===== src/rtl/bsg_mcl_slot_bridge_pkg.sv =====
// Shared types and helpers for the multi-slot width bridge.
// Optional feature macro (used by the lane and top): BSG_MCL_SLOT_BRIDGE_PERF_EN.
package bsg_mcl_slot_bridge_pkg;

  localparam int mcl_word_width_gp = 32;
  localparam int rcv_th_gp         = 2;

  // Downsizer (PISO) state
  typedef enum logic [0:0] {
    IDLE = 1'b0,
    SEND = 1'b1
  } piso_state_e;

  // Number of host words per manycore packet
  function automatic int ratio(input int pkt_width, input int word_width);
    return pkt_width / word_width;
  endfunction

endpackage


===== src/rtl/bsg_mcl_slot_bridge_lane.sv =====
// One slot of the width bridge: word->packet upsizer, receive FIFO with
// vacancy counter and threshold flag, and packet->word PISO downsizer.
// Optional per-slot performance counters under BSG_MCL_SLOT_BRIDGE_PERF_EN.
module bsg_mcl_slot_bridge_lane
  import bsg_mcl_slot_bridge_pkg::*;
#(
  parameter int word_width_p   = mcl_word_width_gp,
  parameter int pkt_width_p    = 128,
  parameter int rcv_fifo_els_p = 4,
  parameter int rcv_th_p       = rcv_th_gp,
  localparam int vac_w_lp      = $clog2(rcv_fifo_els_p + 1)
) (
  input  logic                    clk_i,
  input  logic                    reset_n_i,
  input  logic                    h2m_v_i,
  input  logic [word_width_p-1:0] h2m_data_i,
  output logic                    h2m_ready_o,
  input  logic                    h2m_flush_i,
  output logic                    m2e_v_o,
  output logic [pkt_width_p-1:0]  m2e_data_o,
  input  logic                    m2e_ready_i,
  input  logic                    e2m_v_i,
  input  logic [pkt_width_p-1:0]  e2m_data_i,
  output logic                    e2m_ready_o,
  output logic                    m2h_v_o,
  output logic [word_width_p-1:0] m2h_data_o,
  input  logic                    m2h_yumi_i,
  output logic [vac_w_lp-1:0]     rcv_vacancy_o,
  output logic                    rcv_th_o
`ifdef BSG_MCL_SLOT_BRIDGE_PERF_EN
  , output logic [31:0]           h2m_pkt_cnt_o
  , output logic [31:0]           m2h_pkt_cnt_o
  , output logic [31:0]           flush_cnt_o
`endif
);

  localparam int ratio_lp = ratio(pkt_width_p, word_width_p);
  localparam int cnt_w_lp = $clog2(ratio_lp + 1);
  localparam int idx_w_lp = (ratio_lp > 1) ? $clog2(ratio_lp) : 1;
  localparam int ptr_w_lp = $clog2(rcv_fifo_els_p);

  localparam logic [cnt_w_lp-1:0] cnt_full_lp = cnt_w_lp'(ratio_lp);
  localparam logic [idx_w_lp-1:0] idx_last_lp = idx_w_lp'(ratio_lp - 1);
  localparam logic [ptr_w_lp-1:0] ptr_last_lp = ptr_w_lp'(rcv_fifo_els_p - 1);
  localparam logic [vac_w_lp-1:0] vac_max_lp  = vac_w_lp'(rcv_fifo_els_p);

  // Circular pointer advance that also works for non-power-of-two depths
  function automatic logic [ptr_w_lp-1:0] ptr_inc(input logic [ptr_w_lp-1:0] p);
    if (p == ptr_last_lp) begin
      return '0;
    end else begin
      return p + ptr_w_lp'(1);
    end
  endfunction

  // ---------------- Upsizer ----------------
  logic [cnt_w_lp-1:0]    cnt_q, cnt_d;
  logic [pkt_width_p-1:0] pkt_q, pkt_d;
  logic                   m2e_v_q, m2e_v_d;
  logic                   h2m_acc;
  logic                   m2e_hs;

  // While a full packet waits, no word is accepted; a flush drops the word offered with it
  assign h2m_ready_o = (cnt_q != cnt_full_lp) & ~h2m_flush_i;
  assign h2m_acc     = h2m_v_i & h2m_ready_o;
  assign m2e_hs      = m2e_v_q & m2e_ready_i;
  assign m2e_v_o     = m2e_v_q;
  assign m2e_data_o  = pkt_q;

  // Word counter and packet assembly; flush wins over the packet handshake
  always_comb begin
    cnt_d = cnt_q;
    pkt_d = pkt_q;
    if (h2m_flush_i) begin
      cnt_d = '0;
    end else if (m2e_hs) begin
      cnt_d = '0;
    end else if (h2m_acc) begin
      cnt_d = cnt_q + cnt_w_lp'(1);
      for (int k = 0; k < ratio_lp; k++) begin
        if (cnt_q == cnt_w_lp'(k)) begin
          pkt_d[k*word_width_p +: word_width_p] = h2m_data_i;
        end else begin
          pkt_d[k*word_width_p +: word_width_p] = pkt_q[k*word_width_p +: word_width_p];
        end
      end
    end else begin
      cnt_d = cnt_q;
    end
    m2e_v_d = (cnt_d == cnt_full_lp);
  end

  // Upsizer state registers
  always_ff @(posedge clk_i or negedge reset_n_i) begin
    if (!reset_n_i) begin
      cnt_q   <= '0;
      pkt_q   <= '0;
      m2e_v_q <= 1'b0;
    end else begin
      cnt_q   <= cnt_d;
      pkt_q   <= pkt_d;
      m2e_v_q <= m2e_v_d;
    end
  end

  // ---------------- Receive FIFO and vacancy ----------------
  logic [pkt_width_p-1:0] mem_q [rcv_fifo_els_p];
  logic [ptr_w_lp-1:0]    wptr_q, wptr_d, rptr_q, rptr_d;
  logic [vac_w_lp-1:0]    vac_q, vac_d;
  logic                   rcv_th_q, rcv_th_d;
  logic                   enq, deq, fifo_empty;

  assign e2m_ready_o   = (vac_q != '0);
  assign enq           = e2m_v_i & e2m_ready_o;
  assign fifo_empty    = (vac_q == vac_max_lp);
  assign rcv_vacancy_o = vac_q;
  assign rcv_th_o      = rcv_th_q;

  // Pointer, vacancy and threshold next state; enqueue+dequeue leaves vacancy unchanged
  always_comb begin
    wptr_d = wptr_q;
    rptr_d = rptr_q;
    vac_d  = vac_q;
    if (enq) begin
      wptr_d = ptr_inc(wptr_q);
    end else begin
      wptr_d = wptr_q;
    end
    if (deq) begin
      rptr_d = ptr_inc(rptr_q);
    end else begin
      rptr_d = rptr_q;
    end
    case ({enq, deq})
      2'b10:   vac_d = vac_q - vac_w_lp'(1);
      2'b01:   vac_d = vac_q + vac_w_lp'(1);
      default: vac_d = vac_q;
    endcase
    rcv_th_d = (32'(vac_d) < 32'(rcv_th_p));
  end

  // FIFO storage write port
  always_ff @(posedge clk_i or negedge reset_n_i) begin
    if (!reset_n_i) begin
      for (int i = 0; i < rcv_fifo_els_p; i++) begin
        mem_q[i] <= '0;
      end
    end else if (enq) begin
      mem_q[wptr_q] <= e2m_data_i;
    end
  end

  // FIFO control registers
  always_ff @(posedge clk_i or negedge reset_n_i) begin
    if (!reset_n_i) begin
      wptr_q   <= '0;
      rptr_q   <= '0;
      vac_q    <= vac_max_lp;
      rcv_th_q <= 1'b0;
    end else begin
      wptr_q   <= wptr_d;
      rptr_q   <= rptr_d;
      vac_q    <= vac_d;
      rcv_th_q <= rcv_th_d;
    end
  end

  // ---------------- PISO downsizer ----------------
  piso_state_e              state_q, state_d;
  logic [idx_w_lp-1:0]      idx_q, idx_d;
  logic [pkt_width_p-1:0]   buf_q, buf_d;
  logic [word_width_p-1:0]  buf_words [ratio_lp];

  for (genvar k = 0; k < ratio_lp; k++) begin : g_words
    assign buf_words[k] = buf_q[k*word_width_p +: word_width_p];
  end

  assign m2h_v_o    = (state_q == SEND);
  assign m2h_data_o = buf_words[idx_q];

  // PISO next state; reloads on the final yumi so back-to-back packets have no bubble
  always_comb begin
    state_d = state_q;
    idx_d   = idx_q;
    buf_d   = buf_q;
    deq     = 1'b0;
    case (state_q)
      IDLE: begin
        if (!fifo_empty) begin
          deq     = 1'b1;
          buf_d   = mem_q[rptr_q];
          idx_d   = '0;
          state_d = SEND;
        end else begin
          state_d = IDLE;
        end
      end
      SEND: begin
        if (m2h_yumi_i) begin
          if (idx_q == idx_last_lp) begin
            idx_d = '0;
            if (!fifo_empty) begin
              deq     = 1'b1;
              buf_d   = mem_q[rptr_q];
              state_d = SEND;
            end else begin
              state_d = IDLE;
            end
          end else begin
            idx_d = idx_q + idx_w_lp'(1);
          end
        end else begin
          idx_d = idx_q;
        end
      end
      default: begin
        state_d = IDLE;
        idx_d   = '0;
      end
    endcase
  end

  // PISO state registers
  always_ff @(posedge clk_i or negedge reset_n_i) begin
    if (!reset_n_i) begin
      state_q <= IDLE;
      idx_q   <= '0;
      buf_q   <= '0;
    end else begin
      state_q <= state_d;
      idx_q   <= idx_d;
      buf_q   <= buf_d;
    end
  end

`ifdef BSG_MCL_SLOT_BRIDGE_PERF_EN
  logic [31:0] h2m_pkt_cnt_q, m2h_pkt_cnt_q, flush_cnt_q;
  logic        m2h_last_yumi;

  assign m2h_last_yumi = (state_q == SEND) & m2h_yumi_i & (idx_q == idx_last_lp);
  assign h2m_pkt_cnt_o = h2m_pkt_cnt_q;
  assign m2h_pkt_cnt_o = m2h_pkt_cnt_q;
  assign flush_cnt_o   = flush_cnt_q;

  // Wrapping event counters: packets out, packets returned to host, flushes
  always_ff @(posedge clk_i or negedge reset_n_i) begin
    if (!reset_n_i) begin
      h2m_pkt_cnt_q <= 32'd0;
      m2h_pkt_cnt_q <= 32'd0;
      flush_cnt_q   <= 32'd0;
    end else begin
      h2m_pkt_cnt_q <= h2m_pkt_cnt_q + {31'd0, m2e_hs};
      m2h_pkt_cnt_q <= m2h_pkt_cnt_q + {31'd0, m2h_last_yumi};
      flush_cnt_q   <= flush_cnt_q + {31'd0, h2m_flush_i};
    end
  end
`else
  // Counters not built in this configuration.
`endif

endmodule


===== src/rtl/bsg_mcl_slot_width_bridge.sv =====
// Multi-slot width bridge between 32-bit host word FIFOs and wide manycore
// packet FIFOs. Each slot is an independent bsg_mcl_slot_bridge_lane.
// Optional per-slot counters under BSG_MCL_SLOT_BRIDGE_PERF_EN.
module bsg_mcl_slot_width_bridge
  import bsg_mcl_slot_bridge_pkg::*;
#(
  parameter int num_slots_p    = 2,
  parameter int word_width_p   = mcl_word_width_gp,
  parameter int pkt_width_p    = 128,
  parameter int rcv_fifo_els_p = 4,
  parameter int rcv_th_p       = rcv_th_gp,
  localparam int vac_w_lp      = $clog2(rcv_fifo_els_p + 1)
) (
  input  logic                                clk_i,
  input  logic                                reset_n_i,
  input  logic [num_slots_p-1:0]              h2m_v_i,
  input  logic [num_slots_p*word_width_p-1:0] h2m_data_i,
  output logic [num_slots_p-1:0]              h2m_ready_o,
  input  logic [num_slots_p-1:0]              h2m_flush_i,
  output logic [num_slots_p-1:0]              m2e_v_o,
  output logic [num_slots_p*pkt_width_p-1:0]  m2e_data_o,
  input  logic [num_slots_p-1:0]              m2e_ready_i,
  input  logic [num_slots_p-1:0]              e2m_v_i,
  input  logic [num_slots_p*pkt_width_p-1:0]  e2m_data_i,
  output logic [num_slots_p-1:0]              e2m_ready_o,
  output logic [num_slots_p-1:0]              m2h_v_o,
  output logic [num_slots_p*word_width_p-1:0] m2h_data_o,
  input  logic [num_slots_p-1:0]              m2h_yumi_i,
  output logic [num_slots_p*vac_w_lp-1:0]     rcv_vacancy_o,
  output logic [num_slots_p-1:0]              rcv_th_o
`ifdef BSG_MCL_SLOT_BRIDGE_PERF_EN
  , output logic [num_slots_p*32-1:0]         h2m_pkt_cnt_o
  , output logic [num_slots_p*32-1:0]         m2h_pkt_cnt_o
  , output logic [num_slots_p*32-1:0]         flush_cnt_o
`endif
);

  for (genvar s = 0; s < num_slots_p; s++) begin : g_slot
    bsg_mcl_slot_bridge_lane #(
      .word_width_p   (word_width_p),
      .pkt_width_p    (pkt_width_p),
      .rcv_fifo_els_p (rcv_fifo_els_p),
      .rcv_th_p       (rcv_th_p)
    ) u_lane (
      .clk_i         (clk_i),
      .reset_n_i     (reset_n_i),
      .h2m_v_i       (h2m_v_i[s]),
      .h2m_data_i    (h2m_data_i[s*word_width_p +: word_width_p]),
      .h2m_ready_o   (h2m_ready_o[s]),
      .h2m_flush_i   (h2m_flush_i[s]),
      .m2e_v_o       (m2e_v_o[s]),
      .m2e_data_o    (m2e_data_o[s*pkt_width_p +: pkt_width_p]),
      .m2e_ready_i   (m2e_ready_i[s]),
      .e2m_v_i       (e2m_v_i[s]),
      .e2m_data_i    (e2m_data_i[s*pkt_width_p +: pkt_width_p]),
      .e2m_ready_o   (e2m_ready_o[s]),
      .m2h_v_o       (m2h_v_o[s]),
      .m2h_data_o    (m2h_data_o[s*word_width_p +: word_width_p]),
      .m2h_yumi_i    (m2h_yumi_i[s]),
      .rcv_vacancy_o (rcv_vacancy_o[s*vac_w_lp +: vac_w_lp]),
      .rcv_th_o      (rcv_th_o[s])
`ifdef BSG_MCL_SLOT_BRIDGE_PERF_EN
      , .h2m_pkt_cnt_o (h2m_pkt_cnt_o[s*32 +: 32])
      , .m2h_pkt_cnt_o (m2h_pkt_cnt_o[s*32 +: 32])
      , .flush_cnt_o   (flush_cnt_o[s*32 +: 32])
`endif
    );
  end

endmodule


===== config.mk =====
export PLATFORM = sky130hd
export DESIGN_NAME = bsg_mcl_slot_width_bridge
export DESIGN_NICKNAME = d
export VERILOG_FILES = /design/src/rtl/bsg_mcl_slot_bridge_pkg.sv /design/src/rtl/bsg_mcl_slot_bridge_lane.sv /design/src/rtl/bsg_mcl_slot_width_bridge.sv
export SDC_FILE = /design/constraint.sdc
export NUM_CORES = 2
export LEC_CHECK = 0
export ABC_CLOCK_PERIOD_IN_PS = 7150
export CORE_UTILIZATION = 60
export CTS_CLUSTER_DIAMETER = 120
export DETAILED_ROUTE_END_ITERATION = 10
export DONT_BUFFER_PORTS = 1
export PLACE_DENSITY_LB_ADDON = 0.2
export SYNTH_ARGS = -nofsm -noshare
export SYNTH_HDL_FRONTEND = slang
export SYNTH_SLANG_ARGS = --single-unit

===== constraint.sdc =====
create_clock -name clk_i -period 7.15 [get_ports clk_i]
set_input_delay 1.43 -clock clk_i [delete_from_list [all_inputs] [get_ports clk_i]]
set_output_delay 1.43 -clock clk_i [all_outputs]
set_load 0.03 [all_outputs]

==> results.py <==
metrics = {
    "run_status": {
        "outcome": "finished clean",
    },
    "sta": {
        "slew_headroom_pct": 18.4,
        "fin_skew_ns": 0.0221,
        "drv_slew": 0,
        "setup_tns_ns": 0,
        "period_share_pct": 61.7,
        "period_needed_ns": 4.41,
        "finalSetupViolations": 0,
        "worst_slack_ns": 2.74,
        "hold_ws_ns": 0.371,
        "hold_violations": 0,
        "rsz0062_at_grt": "no",
        "worst_pin_slew_ns": 1.22,
        "timing.fmax_ghz": 0.227,
    },
    "floorplanning": {
        "pin_count": 668,
        "rows": 122,
        "die_h_um": 336,
        "design.die.area_mm2": 0.113,
        "start_util_pct": 60.4,
        "die_w_um": 336,
        "core_mm2": 0.111,
    },
    "power": {
        "leakagePower_nw": 31.2,
        "internal_power_w": 0.0246,
        "power_frac_seq_pct": 44.6,
        "ir_drop_v": 0.000331,
        "p_total_w": 0.0363,
        "switching_share_pct": 32.1,
        "pwr-share-comb_pct": 32.6,
        "p_switching_w": 0.0117,
        "p_per_area_mw_per_mm2": 499,
        "clkPwrFrac_pct": 22.8,
    },
    "cts": {
        "postCtsSetupRepairBufs": 0,
        "h-tree-depth": 4,
        "cts_tree": "built",
        "cts.path.max_buffers": 3,
        "numCtsBuffers": 157,
        "clock-sinks": 1566,
        "cts_resized": 0,
        "root_buffer": "clkbuf_16",
        "clkSlewWorstSetupHoldPaths_ns": 0.06,
        "hold_buffers": 0,
        "insertion_delay_ns": 0.76,
    },
    "finish": {
        "nets": 4131,
        "final_layout_size_suffix_gt1_share_pct": 53.8,
        "stdcell_area_mm2": 0.0726,
        "n_fill_cell": 7350,
        "seqCellArea_mm2": 0.0392,
        "multiInputGateArea_mm2": 0.0256,
        "area_delta_synth_final_pct": 8.66,
    },
    "logic_synthesis": {
        "synth_flop_cell": "dfrtp_1",
        "ys_types": 40,
        "synth_nets": 4182,
        "synth_edf_count": 0,
        "yosysSeqAreaShare_pct": 58.7,
        "syn_area_mm2": 0.0668,
        "syn_inst": 3824,
        "ys_ff_latch": 1566,
        "yosys_warnings": 0,
        "avgSynthCellArea_um2": 17.5,
        "async_flop_share_pct": 100,
    },
    "job": {
        "max_cap_violations": 0,
    },
    "drt": {
        "vias": 33900,
        "drt_wl_total_um": 154000,
        "wl_per_cell_um": 28.4,
        "viasPerCell": 6.27,
        "antenna_left": 0,
        "drt_first_pass_iters": 5,
        "drc": 0,
        "drt_iter0_markers": 2267,
    },
    "critical_path": {
        "cp-end-kind": "async pin",
        "cp_max_fo": 229,
        "crit_path_start_kind": "input pin",
        "worstSetupPathType": "input pin to async pin",
        "worstPathRequired_ns": 7.84,
        "crit_arrival_ns": 5.10,
    },
    "global_route": {
        "track_usage_pct": 27.5,
        "grt_pass1_wl_um": 233000,
        "antenna_found_initial": 17,
        "grt_max_degree": 322,
        "grt_pass1_vias": 37200,
        "grt_overflow_total": 0,
    },
    "placement": {
        "pre_cts_slack_ns": 2.23,
        "place.gp.congestion": 0.787,
        "portBuffers": 0,
        "place.detailed.hpwl_um": 99800,
        "place_area_mm2": 0.0672,
    },
    "worst_hold_path": {
        "hp-class": "input pin to async pin",
    },
}
-- synth_stat cells (3+ instances only) --
cell / instances / area [um^2]
ha_1: 24 / 300
clkbuf_1: 13 / 48.8
mux2_2: 1462 / 16500
o21ai_0: 11 / 55.1
dfrtp_1: 1564 / 39100
nor3_1: 4 / 20.0
buf_6: 123 / 1390
buf_1: 23 / 86.3
mux4_2: 320 / 7210
nor3b_1: 3 / 22.5
nor2_1: 9 / 33.8
buf_4: 21 / 158
nand3_1: 10 / 50.1
nand2_1: 22 / 82.6
buf_2: 66 / 330
mux2_1: 82 / 923
a21oi_1: 6 / 30.0
nor2b_1: 5 / 31.3
inv_1: 15 / 56.3
-- metrics by stage --
step	util, %	cells
floorplan	-	3824
global placement	60.8	5099
detailed placement	60.8	5099
CTS	65.6	5383
global route	65.7	5390
finish	65.7	5405
-- path summary, 6_finish.rpt --
path,slack (ns),depth (start not counted),end,start
min,0.37,0,g_slot[0].u_lane.mem_q[269],reset_n_i
min reg2reg,0.49,1,g_slot[1].u_lane.mem_q[277],g_slot[1].u_lane.mem_q[277]
min in group clk_i,0.49,1,g_slot[1].u_lane.mem_q[277],g_slot[1].u_lane.mem_q[277]
max reg2reg,3.21,7,g_slot[0].u_lane.buf_q[109],g_slot[0].u_lane.idx_q[0]
max,2.74,5,g_slot[0].u_lane.m2e_data_o[1],reset_n_i
max in group clk_i,3.06,2,m2h_data_o[55],g_slot[1].u_lane.idx_q[0]
-- per-layer routing --
layer	vias up	share of wire, %	global-route usage (%)	wire (um)
li1	14200	-	-	-
met3	266	8.2	8.59	12500
met1	18500	40	36.4	61900
met2	925	48	42.9	73800
met5	-	0.059	0	91
met4	12	3.4	10.5	5290
-- power groups by stage --
stage	Sequential (W)	Clock, W	Combinational [W]
2_1_floorplan	0.0149	0	0.0103
3_3_place_gp	0.0158	0	0.0114
3_5_place_dp	0.0163	0	0.0119
4_1_cts	0.0162	0.00841	0.0119
5_1_grt	0.0167	0.00876	0.0126
6_report	0.0162	0.00825	0.0118
-- kinds of logic after synthesis --
logic type	share of synthesized area [%]
DFF	58.7
xor gates and xnor gates	0.0524
buffers and inverters	3.11
adders and majority gates	0.509
AOI/OAI and AO/OA	0.330
muxes	36.8
and+or+nand+nor	0.528
-- registers in the layout, summed over array words and instances, names as in the netlist --
signal                       cells
g_slot.u_lane.buf_q            256
g_slot.u_lane.cnt_q              6
g_slot.u_lane.idx_q              4
g_slot.u_lane.m2e_data_o       256
g_slot.u_lane.m2e_v_o            2
g_slot.u_lane.m2h_v_o            2
g_slot.u_lane.mem_q           1024
g_slot.u_lane.rcv_th_o           2
g_slot.u_lane.rcv_vacancy_o      6
g_slot.u_lane.rptr_q             4
g_slot.u_lane.wptr_q             4
-- area by class of cell --
cell class / instances / share of cell area, %
flip-flops and latches: 1566 / 54.0
multi-input cells: 1995 / 35.3
clock buffers: 236 / 6.44
well taps: 1488 / 2.56
clock inverters: 48 / 0.777
repair buffers: 38 / 0.745
inverters: 15 / 0.0776
diodes: 19 / 0.0655
-- critical path: stages --
cell and delay (ns):
buf_16 0.46, buf_16 0.62, buf_16 0.57, buf_16 0.49
buf_16 0.76
-- layout by cell type, fill, tap and decap left out, types with 3 or more instances in the layout --
master,instances
nor2b_1,5
clkbuf_1,36
inv_16,3
dfrtp_4,4
dfrtp_1,1557
nor2_1,9
clkinv_8,4
bufinv_16,8
nand3_1,6
nand2_1,15
mux2_1,82
clkinvlp_4,3
nand2_4,7
ha_1,24
clkbuf_8,41
inv_6,6
mux2_2,1462
nor3_1,4
o21ai_0,11
a21oi_1,6
clkinv_2,23
nand3_2,4
diode_2,19
inv_1,15
buf_4,23
dfrtp_2,3
buf_12,6
clkbuf_16,159
mux4_2,320
buf_16,9
nor3b_1,3
No activity file was read; power rests on OpenSTA's default activity.
